$ cat src/rtl/panda_divider.sv
// -----------------------------------------------------------------------------
// panda_divider
//   Multi-cycle restoring radix-2 integer divider with a valid/ready handshake
//   on both the request and the result side. It runs on absolute values,
//   performs one quotient bit per DIVIDE cycle for exactly Width cycles, and
//   uses one final cycle to apply sign correction and select the output. The
//   latency is therefore Width+1 edges from accept to valid_o, whatever the
//   operand values.
//
// Ports
//   clk_i        in   1      clock, rising edge
//   rst_i        in   1      synchronous active-high reset
//   valid_i      in   1      request valid
//   ready_o      out  1      divider idle, request can be accepted
//   operand_a_i  in   Width  dividend
//   operand_b_i  in   Width  divisor
//   signed_i     in   1      1 = two's-complement operands
//   rem_i        in   1      1 = return remainder, 0 = quotient
//   kill_i       in   1      abort in-flight operation (DIVIDE / DONE)
//   valid_o      out  1      result valid
//   ready_i      in   1      consumer accepts result
//   result_o     out  Width  quotient or remainder, zero while not valid
// -----------------------------------------------------------------------------
module panda_divider #(
    parameter int Width = 32
) (
    input  logic             clk_i,
    input  logic             rst_i,
    input  logic             valid_i,
    output logic             ready_o,
    input  logic [Width-1:0] operand_a_i,
    input  logic [Width-1:0] operand_b_i,
    input  logic             signed_i,
    input  logic             rem_i,
    input  logic             kill_i,
    output logic             valid_o,
    input  logic             ready_i,
    output logic [Width-1:0] result_o
);

    localparam int CntW = $clog2(Width + 1);
    // Counter value on the sign-fixup cycle that follows the last iteration.
    localparam logic [CntW-1:0] LastCnt = CntW'(Width);

    typedef enum logic [1:0] {
        IDLE   = 2'd0,
        DIVIDE = 2'd1,
        DONE   = 2'd2
    } state_t;

    // Two's-complement negation when neg is set, pass-through otherwise.
    // The most negative value maps onto itself, which is also its correct
    // unsigned magnitude.
    function automatic logic [Width-1:0] cond_negate(input logic [Width-1:0] v,
                                                     input logic             neg);
        logic [Width-1:0] res;
        if (neg) begin
            res = ~v + {{(Width-1){1'b0}}, 1'b1};
        end else begin
            res = v;
        end
        return res;
    endfunction

    state_t           state_r;
    state_t           state_nxt_s;
    logic [CntW-1:0]  cnt_r;
    logic [Width-1:0] quo_r;       // dividend magnitude shifting out, quotient bits shifting in
    logic [Width-1:0] rem_r;       // partial remainder
    logic [Width-1:0] div_r;       // divisor magnitude
    logic             neg_q_r;
    logic             neg_r_r;
    logic             div_zero_r;
    logic             rem_sel_r;
    logic             ready_r;
    logic             valid_r;
    logic [Width-1:0] result_r;

    logic [Width:0]   shifted_s;
    logic [Width:0]   diff_s;
    logic [Width-1:0] quo_step_s;
    logic [Width-1:0] rem_step_s;
    logic [Width-1:0] quo_fix_s;
    logic [Width-1:0] rem_fix_s;
    logic [Width-1:0] result_fix_s;

    // Next-state decode; kill_i overrides both completion and consumption.
    always_comb begin
        state_nxt_s = state_r;
        case (state_r)
            IDLE: begin
                if (valid_i) begin
                    state_nxt_s = DIVIDE;
                end else begin
                    state_nxt_s = IDLE;
                end
            end
            DIVIDE: begin
                if (kill_i) begin
                    state_nxt_s = IDLE;
                end else if (cnt_r == LastCnt) begin
                    state_nxt_s = DONE;
                end else begin
                    state_nxt_s = DIVIDE;
                end
            end
            DONE: begin
                if (kill_i || ready_i) begin
                    state_nxt_s = IDLE;
                end else begin
                    state_nxt_s = DONE;
                end
            end
            default: begin
                state_nxt_s = IDLE;
            end
        endcase
    end

    // One restoring step: shift in the next dividend bit, trial-subtract the divisor.
    always_comb begin
        shifted_s  = {rem_r, quo_r[Width-1]};
        diff_s     = shifted_s - {1'b0, div_r};
        quo_step_s = {quo_r[Width-2:0], ~diff_s[Width]};
        if (diff_s[Width]) begin
            rem_step_s = shifted_s[Width-1:0];
        end else begin
            rem_step_s = diff_s[Width-1:0];
        end
    end

    // Sign correction and output selection. A zero divisor leaves an all-ones
    // quotient magnitude, which is forced to stay all ones regardless of sign.
    always_comb begin
        rem_fix_s = cond_negate(rem_r, neg_r_r);
        if (div_zero_r) begin
            quo_fix_s = {Width{1'b1}};
        end else begin
            quo_fix_s = cond_negate(quo_r, neg_q_r);
        end
        if (rem_sel_r) begin
            result_fix_s = rem_fix_s;
        end else begin
            result_fix_s = quo_fix_s;
        end
    end

    // State register and registered handshake flags.
    always_ff @(posedge clk_i) begin
        if (rst_i) begin
            state_r <= IDLE;
            ready_r <= 1'b1;
            valid_r <= 1'b0;
        end else begin
            state_r <= state_nxt_s;
            ready_r <= (state_nxt_s == IDLE);
            valid_r <= (state_nxt_s == DONE);
        end
    end

    // Datapath: operand capture, iteration, fixup and result hold/clear.
    always_ff @(posedge clk_i) begin
        if (rst_i) begin
            cnt_r      <= {CntW{1'b0}};
            quo_r      <= {Width{1'b0}};
            rem_r      <= {Width{1'b0}};
            div_r      <= {Width{1'b0}};
            neg_q_r    <= 1'b0;
            neg_r_r    <= 1'b0;
            div_zero_r <= 1'b0;
            rem_sel_r  <= 1'b0;
            result_r   <= {Width{1'b0}};
        end else begin
            case (state_r)
                IDLE: begin
                    if (valid_i) begin
                        cnt_r      <= {CntW{1'b0}};
                        quo_r      <= cond_negate(operand_a_i, signed_i & operand_a_i[Width-1]);
                        div_r      <= cond_negate(operand_b_i, signed_i & operand_b_i[Width-1]);
                        rem_r      <= {Width{1'b0}};
                        neg_q_r    <= signed_i & (operand_a_i[Width-1] ^ operand_b_i[Width-1]);
                        neg_r_r    <= signed_i & operand_a_i[Width-1];
                        div_zero_r <= (operand_b_i == {Width{1'b0}});
                        rem_sel_r  <= rem_i;
                    end
                    result_r <= {Width{1'b0}};
                end
                DIVIDE: begin
                    if (kill_i) begin
                        result_r <= {Width{1'b0}};
                    end else if (cnt_r == LastCnt) begin
                        result_r <= result_fix_s;
                    end else begin
                        quo_r <= quo_step_s;
                        rem_r <= rem_step_s;
                        cnt_r <= cnt_r + {{(CntW-1){1'b0}}, 1'b1};
                    end
                end
                DONE: begin
                    if (kill_i || ready_i) begin
                        result_r <= {Width{1'b0}};
                    end
                end
                default: begin
                    result_r <= {Width{1'b0}};
                end
            endcase
        end
    end

    assign ready_o  = ready_r;
    assign valid_o  = valid_r;
    assign result_o = result_r;

endmodule

$ cat config.mk
export PLATFORM = sky130hd
export DESIGN_NAME = panda_divider
export DESIGN_NICKNAME = d
export VERILOG_FILES = /design/src/rtl/panda_divider.sv
export SDC_FILE = /design/constraint.sdc
export NUM_CORES = 1
export LEC_CHECK = 0
export CORE_ASPECT_RATIO = 0.9
export CORE_MARGIN = 2
export CORE_UTILIZATION = 60
export CTS_CLUSTER_DIAMETER = 50
export DETAILED_ROUTE_END_ITERATION = 10
export GPL_ROUTABILITY_DRIVEN = 0
export PLACE_DENSITY = 0.88
export SLEW_MARGIN = 20
export SYNTH_ARGS = -nofsm -noshare
export SYNTH_HDL_FRONTEND = slang
export SYNTH_SLANG_ARGS = --single-unit
$ cat constraint.sdc
create_clock -name clk_i -period 8.7 [get_ports clk_i]
set_input_delay 2.175 -clock clk_i [delete_from_list [all_inputs] [get_ports clk_i]]
set_output_delay 2.175 -clock clk_i [all_outputs]
set_load 0.005 [all_outputs]
Word level (Yosys, flattened, before mapping)
Index checks and enable logic that the tools add are counted.
W data, S select, Z words.
{ "totals": {"input_bits": 71, "reg_bits": 142} }
{ "op_classes": {"n_eq_ne": 9, "n_reduce_logical": 8, "n_mux": 28, "bitwise": 9, "add_sub_neg": 6} }
{ "ops": {"columns": ["op", "count"], "rows": [
  ["$mux W32", 16],
  ["$pmux W32 S2", 3],
  ["$add A32 B1 Y32 const B", 4],
  ["$not A32 Y32", 4],
  ["$sub A33 B32 Y33", 1],
  ["$logic_not A32 Y1", 1],
  ["$mux W6", 3],
  ["$pmux W6 S2", 1],
  ["$ne A2 B2 Y1 const B", 4],
  ["$add A6 B1 Y6 const B", 1],
  ["$eq A6 B6 Y1 const B", 1],
  ["$mux W2", 3],
  ["$pmux W2 S3", 1],
  ["$eq A2 B2 Y1 const B", 2],
  ["$logic_not A2 Y1", 2],
  ["$reduce_and A2 Y1", 2],
  ["$reduce_and A4 Y1", 1],
  ["$and A1 B1 Y1", 3],
  ["$ne A3 B3 Y1 const B", 1],
  ["$eq A2 B1 Y1 const B", 1],
  ["$reduce_bool A2 Y1", 1],
  ["$logic_or A1 B1 Y1", 1],
  ["$mux W1", 1],
  ["$not A1 Y1", 1],
  ["$xor A1 B1 Y1", 1]
]} }

Logic depth before layout (Yosys ltp)
Gate-level depths: netlist of the first run.
{ "logic_depth": {"ltp_word": 8, "mapped_depth": 13} }

Worst setup path before layout of the first run
No wires, ideal clock.
{ "synth_path": {"kind": "in2reg", "from": "in operand_b_i[4]", "to": "reg div_r[27]", "setup_time_ps": 86, "path_buffers": 0, "arrival_ps": 4623, "setup_slack_ps": 3991, "stages": 9, "cell_sequence": "or4_1 -> nor3_1 -> nand2_1 -> or4_1 -> nor3_1 -> nand2_1 -> o41ai_1 -> xor2_1 -> a211oi_1"} }
{ "synth_between": {"elab_chain_len": 3} }
{ "synth_lines": {"columns": ["item", "line_no", "rtl"], "rows": [
  ["start, declared", "32", "input logic [Width-1:0] operand_b_i,"],
  ["$not A32 Y32", "58", "res = ~v + {{(Width-1){1'b0}}, 1'b1};"],
  ["$add A32 B1 Y32", "58", null],
  ["$mux W32", "57", "if (neg) begin"],
  ["end signal, assigned", "167", "div_r <= {Width{1'b0}};"],
  ["end signal, assigned", "179", "div_r <= cond_negate(operand_b_i, signed_i & operand_b_i[Width-1]);"],
  ["end, declared", "70", "logic [Width-1:0] div_r;"]
]} }
Every way passes these cells.
A chain may end at the register's enable or synchronous reset.

Final worst setup path of the first run
Same ends and word-level chain as after synthesis.

==> results of run 1 <==
## state kept, by name, summed over array words and instances, names as in the netlist
signal / flops
cnt_r: 6
div_r: 32
div_zero_r: 1
neg_q_r: 1
neg_r_r: 1
quo_r: 32
ready_o: 1
rem_r: 32
rem_sel_r: 1
result_o: 32
state_r: 2
valid_o: 1
## synth_stat cells (14+ instances only)
| library cell | number | area [µm²] |
|---|---|---|
| a21oi_1 | 123 | 616 |
| inv_1 | 55 | 206 |
| dfxtp_1 | 142 | 2840 |
| o41ai_1 | 14 | 123 |
| o21ai_0 | 73 | 365 |
| o31ai_1 | 28 | 210 |
| xnor2_1 | 56 | 490 |
| a21o_1 | 31 | 233 |
| nand3_1 | 14 | 70.1 |
| clkbuf_1 | 60 | 225 |
| xor2_1 | 89 | 780 |
| mux2i_1 | 19 | 190 |
| ha_1 | 38 | 475 |
| nand2_1 | 98 | 368 |
| nor2_1 | 180 | 676 |
| a211oi_1 | 58 | 435 |
| nor3_1 | 27 | 135 |
| or4_1 | 14 | 105 |
| a221oi_1 | 31 | 272 |
## per-layer routing
| layer | track usage, % | part of all wire, % | vias up |
|---|---|---|---|
| met3 | 4.64 | 6.7 | 63 |
| met1 | 40.4 | 44 | 4590 |
| met5 | 0 | 0 | - |
| li1 | - | - | 4787 |
| met4 | 10.7 | 2.9 | 0 |
| met2 | 48.8 | 46 | 391 |
## worst paths after layout
check	slack, ns	start	endpoint	depth (start not counted)
min reg2reg	0.45	result_o[31]$_SDFFE_PP0P_	result_o[31]$_SDFFE_PP0P_	1
max	3.58	operand_b_i[4]	div_r[27]$_SDFFE_PP0P_	10
min	0.45	result_o[31]$_SDFFE_PP0P_	result_o[31]$_SDFFE_PP0P_	1
max reg2reg	5.03	quo_r[2]$_SDFFE_PP0P_	result_o[29]$_SDFFE_PP0P_	8
## cell type report
class / instances / area (µm²)
Multi-Input combinational cell: 1025 / 6610
Fill cell: 1234 / 4490
Sequential cell: 142 / 2840
Timing Repair Buffer: 115 / 1120
Clock buffer: 23 / 498
Tap cell: 207 / 259
Inverter: 55 / 206
Clock inverter: 8 / 106
## cells in the final DEF, fill, tap and decap left out, drive strengths merged, types with 5 or more instances in the layout
cell type      synthesis  layout
xnor2                 56      56
clkbuf                60      23
o21ai                 74      74
buf                   13      12
a21oi                123     123
xor2                  89      89
or4                   18      18
or3                    9       9
a311oi                 6       6
nor2                 180     180
dfxtp                142     142
nand2b                12      12
a21o                  31      31
clkdlybuf4s50          0     103
or2                    5       5
nor3                  27      27
nor4                   9       9
a221oi                31      31
a211oi                58      58
o211ai                 5       5
nand3b                 5       5
nand3                 14      14
mux2i                 19      19
and3                   6       6
inv                   55      55
nand2                 98      98
a2bb2oi                7       7
nand4                  6       6
ha                    38      38
o41ai                 15      15
o31ai                 30      30
## cells by family after synthesis
kind of cell	after synthesis	synth area share, %
AOI/OAI and AO/OA	412	27.4
xor gates and xnor gates	145	12.8
adders and majority gates	39	5.00
buffers and inverters	128	4.91
DFF	142	28.7
muxes	21	2.15
and+or+nand+nor	408	19.0
## power groups by stage
stage / clock (W) / combinational (W) / sequential [W]
detailed placement: 0 / 0.000326 / 0.000726
global route: 0.000777 / 0.000370 / 0.000717
finish: 0.000745 / 0.000335 / 0.000713
CTS: 0.000750 / 0.000330 / 0.000712
floorplan: 0 / 0.000235 / 0.000713
global placement: 0 / 0.000316 / 0.000724
## metrics by stage
stage / area (µm²) / setup WS (ns) / hold slack, ns / util, %
after floorplan: 9910 / 3.99 / 0.432 / -
after global placement: 11000 / 3.28 / 0.433 / 68.4
after detailed placement: 11000 / 3.20 / 0.439 / 68.4
after CTS: 11600 / 3.61 / 0.452 / 72.1
after global routing: 11600 / 3.36 / 0.476 / 72.2
final: 11600 / 3.58 / 0.449 / 72.2
==> impl_metrics.yaml, run 1 <==
critical_path:
  arrival_ns: 5.46
  setup.worst_path.end_class: "register"
  start_kind: "primary input"
  worstPathCellList: "clkdlybuf4s50_1 -> or4_1 -> nor3_1 -> nand2_1 -> or4_1 -> nor3_1 -> nand2_1 -> o41ai_1 -> xor2_1 -> a211oi_1"
  cp_top_family: "simple AND/OR/NAND/NOR gates"
  setup_crit_path_kind: "in -> reg"
  crit_slowest_cell: "or4_1"
  path_buf_inv: 1
  cpPeakStageDelay_ns: 0.58
  required_ns: 9.03
  crit_fanout: 5
clock_tree:
  cts.sinks: 142
  path_clk_slew_ns: 0.06
  cts-root-buf: "clkbuf_16"
  clockBufferDepth: 2
  post_cts_resized: 0
  clk-insertion-delay-late_ns: 0.43
  cts_tree: "done"
  cts_hold_bufs: 0
  cts_inserted_buffers: 17
  clock_tree.htree_level_count: 4
  cts_setup_buffers: 0
synthesis:
  synth_cells: 1295
  share_of_the_yosys_chip_area_belonging_to_registers_pct: 28.7
  yosysWarningCount: 0
  mappedNetlistNets: 1405
  synth_edf_count: 0
  synth_async_sr_flop_share_pct: 0
  syn_area_per_cell_um2: 7.65
  yosysUniqueCellTypes: 60
  synthesis.area_um2: 9910
  yosys_most_used_dff: "dfxtp_1"
  seq_cells_post_synth: 142
timing:
  timing.final.crit_period_ns: 5.12
  max_freq_ghz: 0.195
  fin_worst_skew_ns: 0.0109
  grt_setup_unrepaired: "false"
  finalSetupTns_ns: 0
  max-slew-margin-rel_pct: 32.2
  timing.final.hold_violations: 0
  tightest_slew_ns: 1.01
  final_setup_fails: 0
  layout_worst_path_cycle_share_pct: 58.9
  slew_viol_final: 0
finish:
  flow.area_growth_from_synthesis_pct: 17.5
  drive_above_1_share_pct: 4.61
  insertedDiodeCount: 0
  finish.cell_count_without_fillers: 1575
  layout.nets: 1466
placement:
  total_of_buffers_placed_on_input_and_output_ports: 104
  placed_cells: 1544
  dpl.hpwl_mm: 19.2
grt:
  grt_antenna_before_repair: 0
  grt_pass1_vias: 9066
  grt_first_pass_wirelength_mm: 43.7
  gr-usage-all-layers_pct: 29.9
  grt_start_max_net_pins: 71
  overflow: 0
power:
  power.density_cell_area_nw_per_um2: 154
  max-vdd-ir-drop_uv: 142
  p_leak_nw: 4.56
  power.clock.fraction_pct: 41.6
  power.share.sequential_pct: 39.8
  p_sw_w: 0.000515
  power_switching_share_pct: 28.7
  p_comb_share_pct: 18.7
  report.power.total_w: 0.00179
  power.internal_w: 0.00128
floorplanning:
  core_area_um2: 16100
  floorplan.die_area_um2: 17600
  rows: 44
  ioPinCount: 105
  initial_core_utilization_pct: 61.4
  dieWidth_um: 139
  die-height_um: 126
routing:
  avgViaCountPerCell: 6.24
  routedWlPerCell_um: 16.8
  number_of_design_rule_violations_left_after_detail_routing: 0
  first_iter_violations: 914
  detailedRoute.firstPassIterationCount: 5
  wl_final_mm: 26.4
  via_count: 9831
  detail-route-antenna-nets: 0
hold_path:
  hold_class: "reg -> reg"
outcome:
  outcome: "completed"
job:
  max-cap-violations: 0
No activity file was read; power rests on OpenSTA's default activity.
==> run 2: changes to the inputs <==
--- a/config.mk
+++ b/config.mk
@@ -7,11 +7,11 @@
 export LEC_CHECK = 0
 export CORE_ASPECT_RATIO = 0.9
 export CORE_MARGIN = 2
-export CORE_UTILIZATION = 60
+export CORE_UTILIZATION = 52
 export CTS_CLUSTER_DIAMETER = 50
 export DETAILED_ROUTE_END_ITERATION = 10
 export GPL_ROUTABILITY_DRIVEN = 0
-export PLACE_DENSITY = 0.88
+export PLACE_DENSITY = 0.81
 export SLEW_MARGIN = 20
 export SYNTH_ARGS = -nofsm -noshare
 export SYNTH_HDL_FRONTEND = slang
==> constraint.sdc (replaced) <==
create_clock -name clk_i -period 4.5 [get_ports clk_i]
set_input_delay 1.125 -clock clk_i [delete_from_list [all_inputs] [get_ports clk_i]]
set_output_delay 1.125 -clock clk_i [all_outputs]
set_load 0.005 [all_outputs]
==> run 2 against run 1 <==
  * Combinational power rose by 93%
  * First-iteration DRC count shrank 32%
  * Cell count is 2.9% higher
  * Global-route usage shrank 3.8 points
  * Total power increased by 90%
  * Register-to-register slack got worse by 4.0 ns
  * Critical path type unchanged
  * Largest cell class unchanged
  * Largest power group is now registers
==> impl_metrics.yaml, run 2 (same netlist as run 1, synthesis figures left out) <==
outcome:
  outcome: "completed"
placement:
  placed_cells: 1589
  dpl.hpwl_mm: 19.5
  placement.setup.worst_slack_ns: 0.261
  placed_cell_area_um2: 11100
  total_of_buffers_placed_on_input_and_output_ports: 104
hold_path:
  hold_depth: 1
  hold_start: "result_o[27]$_SDFFE_PP0P_"
  hold_class: "reg -> reg"
  worst_hold_path.endpoint: "result_o[27]$_SDFFE_PP0P_"
timing:
  max-slew-margin-rel_pct: 28.8
  layout_worst_path_cycle_share_pct: 84.8
  timing.final.crit_period_ns: 3.82
  slew_viol_final: 0
  final_setup_fails: 0
  timing.final.hold_violations: 0
  tightest_slew_ns: 1.07
  grt_setup_unrepaired: "false"
  worst_setup_margin_ns: 0.684
  fin_worst_skew_ns: 0.00900
  hold_ws_ns: 0.456
  finalSetupTns_ns: 0
  max_freq_ghz: 0.262
floorplanning:
  floorplan.die_area_um2: 20200
  initial_core_utilization_pct: 53.5
  die-height_um: 135
  dieWidth_um: 150
  core_area_um2: 18500
  rows: 47
  ioPinCount: 105
routing:
  detail-route-antenna-nets: 0
  first_iter_violations: 623
  via_count: 9777
  detailedRoute.firstPassIterationCount: 5
  avgViaCountPerCell: 6.03
  wl_final_mm: 26.1
  number_of_design_rule_violations_left_after_detail_routing: 0
  routedWlPerCell_um: 16.1
critical_path:
  reg2reg_setup_slack_ns: 1.06
  start_kind: "primary input"
  r2r_cells: 8
  worstReg2RegStart: "quo_r[2]$_SDFFE_PP0P_"
  setup_crit_path_kind: "in -> reg"
  arrival_ns: 4.16
  setup.worst_path.end_class: "register"
  crit_fanout: 4
  required_ns: 4.84
  critical_r2r_capture: "result_o[31]$_SDFFE_PP0P_"
clock_tree:
  cts_setup_buffers: 0
  post_cts_resized: 0
  cts_inserted_buffers: 17
  cts-root-buf: "clkbuf_16"
  cts_tree: "done"
  path_clk_slew_ns: 0.06
  cts_hold_bufs: 0
  clock_tree.htree_level_count: 4
  clockBufferDepth: 2
  cts.sinks: 142
  clk-insertion-delay-late_ns: 0.42
grt:
  grt_antenna_before_repair: 0
  overflow: 0
  grt_start_max_net_pins: 71
  grt_first_pass_wirelength_mm: 43.0
  grt_pass1_vias: 8893
  gr-usage-all-layers_pct: 26.1
finish:
  drive_above_1_share_pct: 5.09
  finish.cell_count_without_fillers: 1621
  final-seq-area_um2: 2840
  final_common_cell: "nor2_1"
  final_cell_mix: "179 x nor2_1, 142 x dfxtp_1, 123 x a21oi_1"
  num-fill-cells: 1615
  flow.area_growth_from_synthesis_pct: 18.1
  insertedDiodeCount: 0
  layout.nets: 1473
  multiInputGateArea_um2: 6600
  post-route-cell-area_um2: 11700
job:
  max-cap-violations: 0
power:
  p_leak_nw: 4.57
  max-vdd-ir-drop_uv: 290
  power.density_cell_area_nw_per_um2: 290
run 2: changes by cell type in the layout (fill, tap and decap cells not counted), sizes merged:
cell / before / now
buf: 12 / 19
inv: 55 / 59
bufinv: 2 / 1
clkinvlp: 2 / 4
clkbuf: 23 / 19
run 2: metal layers:
metal	track usage, %	wire length [µm]	vias to the layer above
li1	-	-	4818
met1	34.6	11700	4600
met2	43.0	12300	318
met3	5.51	1680	41
met4	7.20	480	0
met5	0	0	-
run 2: worst max-delay path by stage:
stage	start	to	slack [ns]
after floorplan	operand_b_i[4]	div_r[27]$_SDFFE_PP0P_	0.84
after global placement	operand_b_i[4]	div_r[27]$_SDFFE_PP0P_	0.33
after detailed placement	operand_b_i[4]	div_r[27]$_SDFFE_PP0P_	0.26
after CTS	operand_b_i[4]	div_r[27]$_SDFFE_PP0P_	0.70
after global routing	operand_b_i[2]	div_r[27]$_SDFFE_PP0P_	0.38
final	operand_b_i[4]	div_r[27]$_SDFFE_PP0P_	0.68
run 2: power by group:
group | internal (W) | total [W] | switching (W)
clock | 0.000787 | 0.00138 | 0.000590
combinational | 0.000271 | 0.000646 | 0.000375
sequential | 0.00131 | 0.00138 | 0.0000644
total | 0.00237 | 0.00340 | 0.00103
run 2: metrics by stage:
stage               util (%)  power [W]
finish                  63.2    0.00340
global route            63.2    0.00355
CTS                     63.2    0.00340
detailed placement      60.1    0.00204
global placement        60.1    0.00202
floorplan                  -    0.00183
run 2: critical path: stages:
cell	delay, ns
clkdlybuf4s50_1	0.45
or4_1	0.58
nor3_1	0.22
nand2_1	0.15
or4_1	0.55
nor3_1	0.27
nand2_1	0.16
o41ai_1	0.32
xor2_1	0.11
a211oi_1	0.23
run 2: layout make-up:
| type | instances | share of cell area (%) |
|---|---|---|
| Multi-Input combinational cell | 1025 | 56.4 |
| Sequential cell | 142 | 24.3 |
| Timing Repair Buffer | 122 | 10.0 |
| Clock buffer | 19 | 3.78 |
| Tap cell | 245 | 2.62 |
| Inverter | 55 | 1.76 |
| Clock inverter | 13 | 1.13 |
==> run 3: changes to the inputs <==
--- a/config.mk
+++ b/config.mk
@@ -7,11 +7,11 @@
 export LEC_CHECK = 0
 export CORE_ASPECT_RATIO = 0.9
 export CORE_MARGIN = 2
-export CORE_UTILIZATION = 52
+export CORE_UTILIZATION = 58
 export CTS_CLUSTER_DIAMETER = 50
 export DETAILED_ROUTE_END_ITERATION = 10
 export GPL_ROUTABILITY_DRIVEN = 0
-export PLACE_DENSITY = 0.81
+export PLACE_DENSITY = 0.85
 export SLEW_MARGIN = 20
 export SYNTH_ARGS = -nofsm -noshare
 export SYNTH_HDL_FRONTEND = slang
==> constraint.sdc (replaced) <==
create_clock -name clk_i -period 3.95 [get_ports clk_i]
set_input_delay 0.9875 -clock clk_i [delete_from_list [all_inputs] [get_ports clk_i]]
set_output_delay 0.9875 -clock clk_i [all_outputs]
set_load 0.005 [all_outputs]
==> run 3 against run 2 <==
  * Total power is 16% higher
  * Count of clock-buffer cells in the layout is 1 lower
  * Critical endpoint unchanged
  * Register-to-register slack worse by 0.46 ns
  * Clock power up 18%
==> impl_metrics.yaml, run 3 (same netlist as run 1, synthesis figures left out) <==
outcome:
  outcome: "completed"
finish:
  num-fill-cells: 1349
  insertedDiodeCount: 0
  final-seq-area_um2: 2840
  drive_above_1_share_pct: 6.12
  flow.area_growth_from_synthesis_pct: 19.1
  layout.nets: 1487
  multiInputGateArea_um2: 6600
  util_after_layout_pct: 70.3
  finish.cell_count_without_fillers: 1601
  final_common_cell: "nor2_1"
  final_cell_mix: "179 x nor2_1, 142 x dfxtp_1, 123 x a21oi_1"
  post-route-cell-area_um2: 11800
placement:
  placed_cell_area_um2: 11200
  total_of_buffers_placed_on_input_and_output_ports: 104
  placed_cells: 1569
  dpl.hpwl_mm: 19.5
grt:
  grt_antenna_before_repair: 0
  overflow: 0
  grt_start_max_net_pins: 71
  grt_pass1_vias: 9231
  gr-usage-all-layers_pct: 29.8
  grt_first_pass_wirelength_mm: 44.4
power:
  power.density_cell_area_nw_per_um2: 334
  p_sw_w: 0.00118
  power_switching_share_pct: 29.8
  power.internal_w: 0.00277
  p_comb_share_pct: 18.9
  power.share.sequential_pct: 39.8
  power.clock.fraction_pct: 41.2
  p_leak_nw: 4.66
  max-vdd-ir-drop_uv: 270
clock_tree:
  cts_inserted_buffers: 17
  cts.sinks: 142
  path_clk_slew_ns: 0.06
  cts_tree: "done"
  cts-root-buf: "clkbuf_16"
  post_cts_resized: 0
  cts_setup_buffers: 0
  clock_tree.htree_level_count: 4
  clockBufferDepth: 2
  clk-insertion-delay-late_ns: 0.43
  cts_hold_bufs: 0
critical_path:
  start_kind: "primary input"
  cpPeakStageDelay_ns: 0.56
  required_ns: 4.29
  crit_fanout: 4
  arrival_ns: 4.06
  crit_slowest_cell: "or4_1"
  cp_top_family: "simple AND/OR/NAND/NOR gates"
  setup_crit_path_kind: "in -> reg"
  setup.worst_path.end_class: "register"
  worstPathCellList: "clkdlybuf4s50_1 -> or4_1 -> nor3_1 -> nand2_1 -> or4_1 -> nor3_1 -> nand2_1 -> o41ai_1 -> xor2_1 -> a211oi_1"
  path_buf_inv: 1
routing:
  routedWlPerCell_um: 16.7
  detailedRoute.firstPassIterationCount: 5
  wl_final_mm: 26.7
  avgViaCountPerCell: 6.20
  detail-route-antenna-nets: 0
  via_count: 9928
  number_of_design_rule_violations_left_after_detail_routing: 0
  first_iter_violations: 833
timing:
  layout_worst_path_cycle_share_pct: 94.1
  max_freq_ghz: 0.269
  tightest_slew_ns: 1.09
  timing.final.hold_violations: 0
  max-slew-margin-rel_pct: 27.5
  grt_setup_unrepaired: "false"
  timing.final.crit_period_ns: 3.72
  slew_viol_final: 0
  fin_worst_skew_ns: 0.00764
  finalSetupTns_ns: 0
  final_setup_fails: 0
floorplanning:
  dieWidth_um: 142
  core_area_um2: 16800
  floorplan.die_area_um2: 18100
  die-height_um: 128
  rows: 45
  ioPinCount: 105
  initial_core_utilization_pct: 59.1
hold_path:
  hold_class: "reg -> reg"
job:
  max-cap-violations: 0
run 3: cell types whose count changed in the layout (fill, tap and decap cells not counted), sizes merged:
cell      change
clkinvlp      -2
bufinv        +1
clkinv        +2
buf          +14
clkbuf        -1
run 3: final timing paths:
path                                                start                         to  slack, ns  cells after the start
worst min register to register  result_o[19]$_SDFFE_PP0P_  result_o[19]$_SDFFE_PP0P_       0.45                      1
worst max-delay path                       operand_b_i[4]     div_r[27]$_SDFFE_PP0P_       0.23                     10
worst max register to register      quo_r[9]$_SDFFE_PP0P_  result_o[29]$_SDFFE_PP0P_       0.60                      8
worst min-delay path            result_o[19]$_SDFFE_PP0P_  result_o[19]$_SDFFE_PP0P_       0.45                      1
run 3: metal layers:
| layer | GRT usage [%] | up-vias | share of wire (%) |
|---|---|---|---|
| li1 | - | 4853 | - |
| met1 | 39.7 | 4670 | 44 |
| met2 | 50.3 | 351 | 47 |
| met3 | 4.26 | 54 | 6.2 |
| met4 | 9.29 | 0 | 2.4 |
| met5 | 0 | - | 0 |
run 3: worst register-to-register path, delay by kind of cell, from the launching register on:
| kind | cells | cell delay [ns] |
|---|---|---|
| AOI/OAI and AO/OA | 3 | 0.85 |
| xor gates and xnor gates | 1 | 0.16 |
| DFF | 1 | 0.38 |
| and+or+nand+nor | 4 | 1.91 |
run 3: metrics by stage:
step / worst slack (ns) / power, W / hold slack [ns]
after CTS: 0.239 / 0.00394 / 0.453
after detailed placement: -0.0729 / 0.00232 / 0.439
final: 0.232 / 0.00394 / 0.451
after global routing: 0.0180 / 0.00411 / 0.469
after floorplan: 0.429 / 0.00209 / 0.432
after global placement: 0.0429 / 0.00230 / 0.433
run 3: power by group through the flow:
stage	Clock [W]	Sequential [W]	Combinational, W
floorplan	0	0.00157	0.000517
global placement	0	0.00160	0.000704
detailed placement	0	0.00160	0.000724
CTS	0.00164	0.00157	0.000735
global route	0.00170	0.00158	0.000824
finish	0.00163	0.00157	0.000746
run 3: area by class of cell:
| type | count | share of cell area, % |
|---|---|---|
| multi-input cells | 1025 | 55.9 |
| flip-flops and latches | 142 | 24.1 |
| repair buffers | 136 | 10.9 |
| clock buffers | 18 | 3.72 |
| well taps | 211 | 2.24 |
| inverters | 55 | 1.75 |
| clock inverters | 14 | 1.34 |
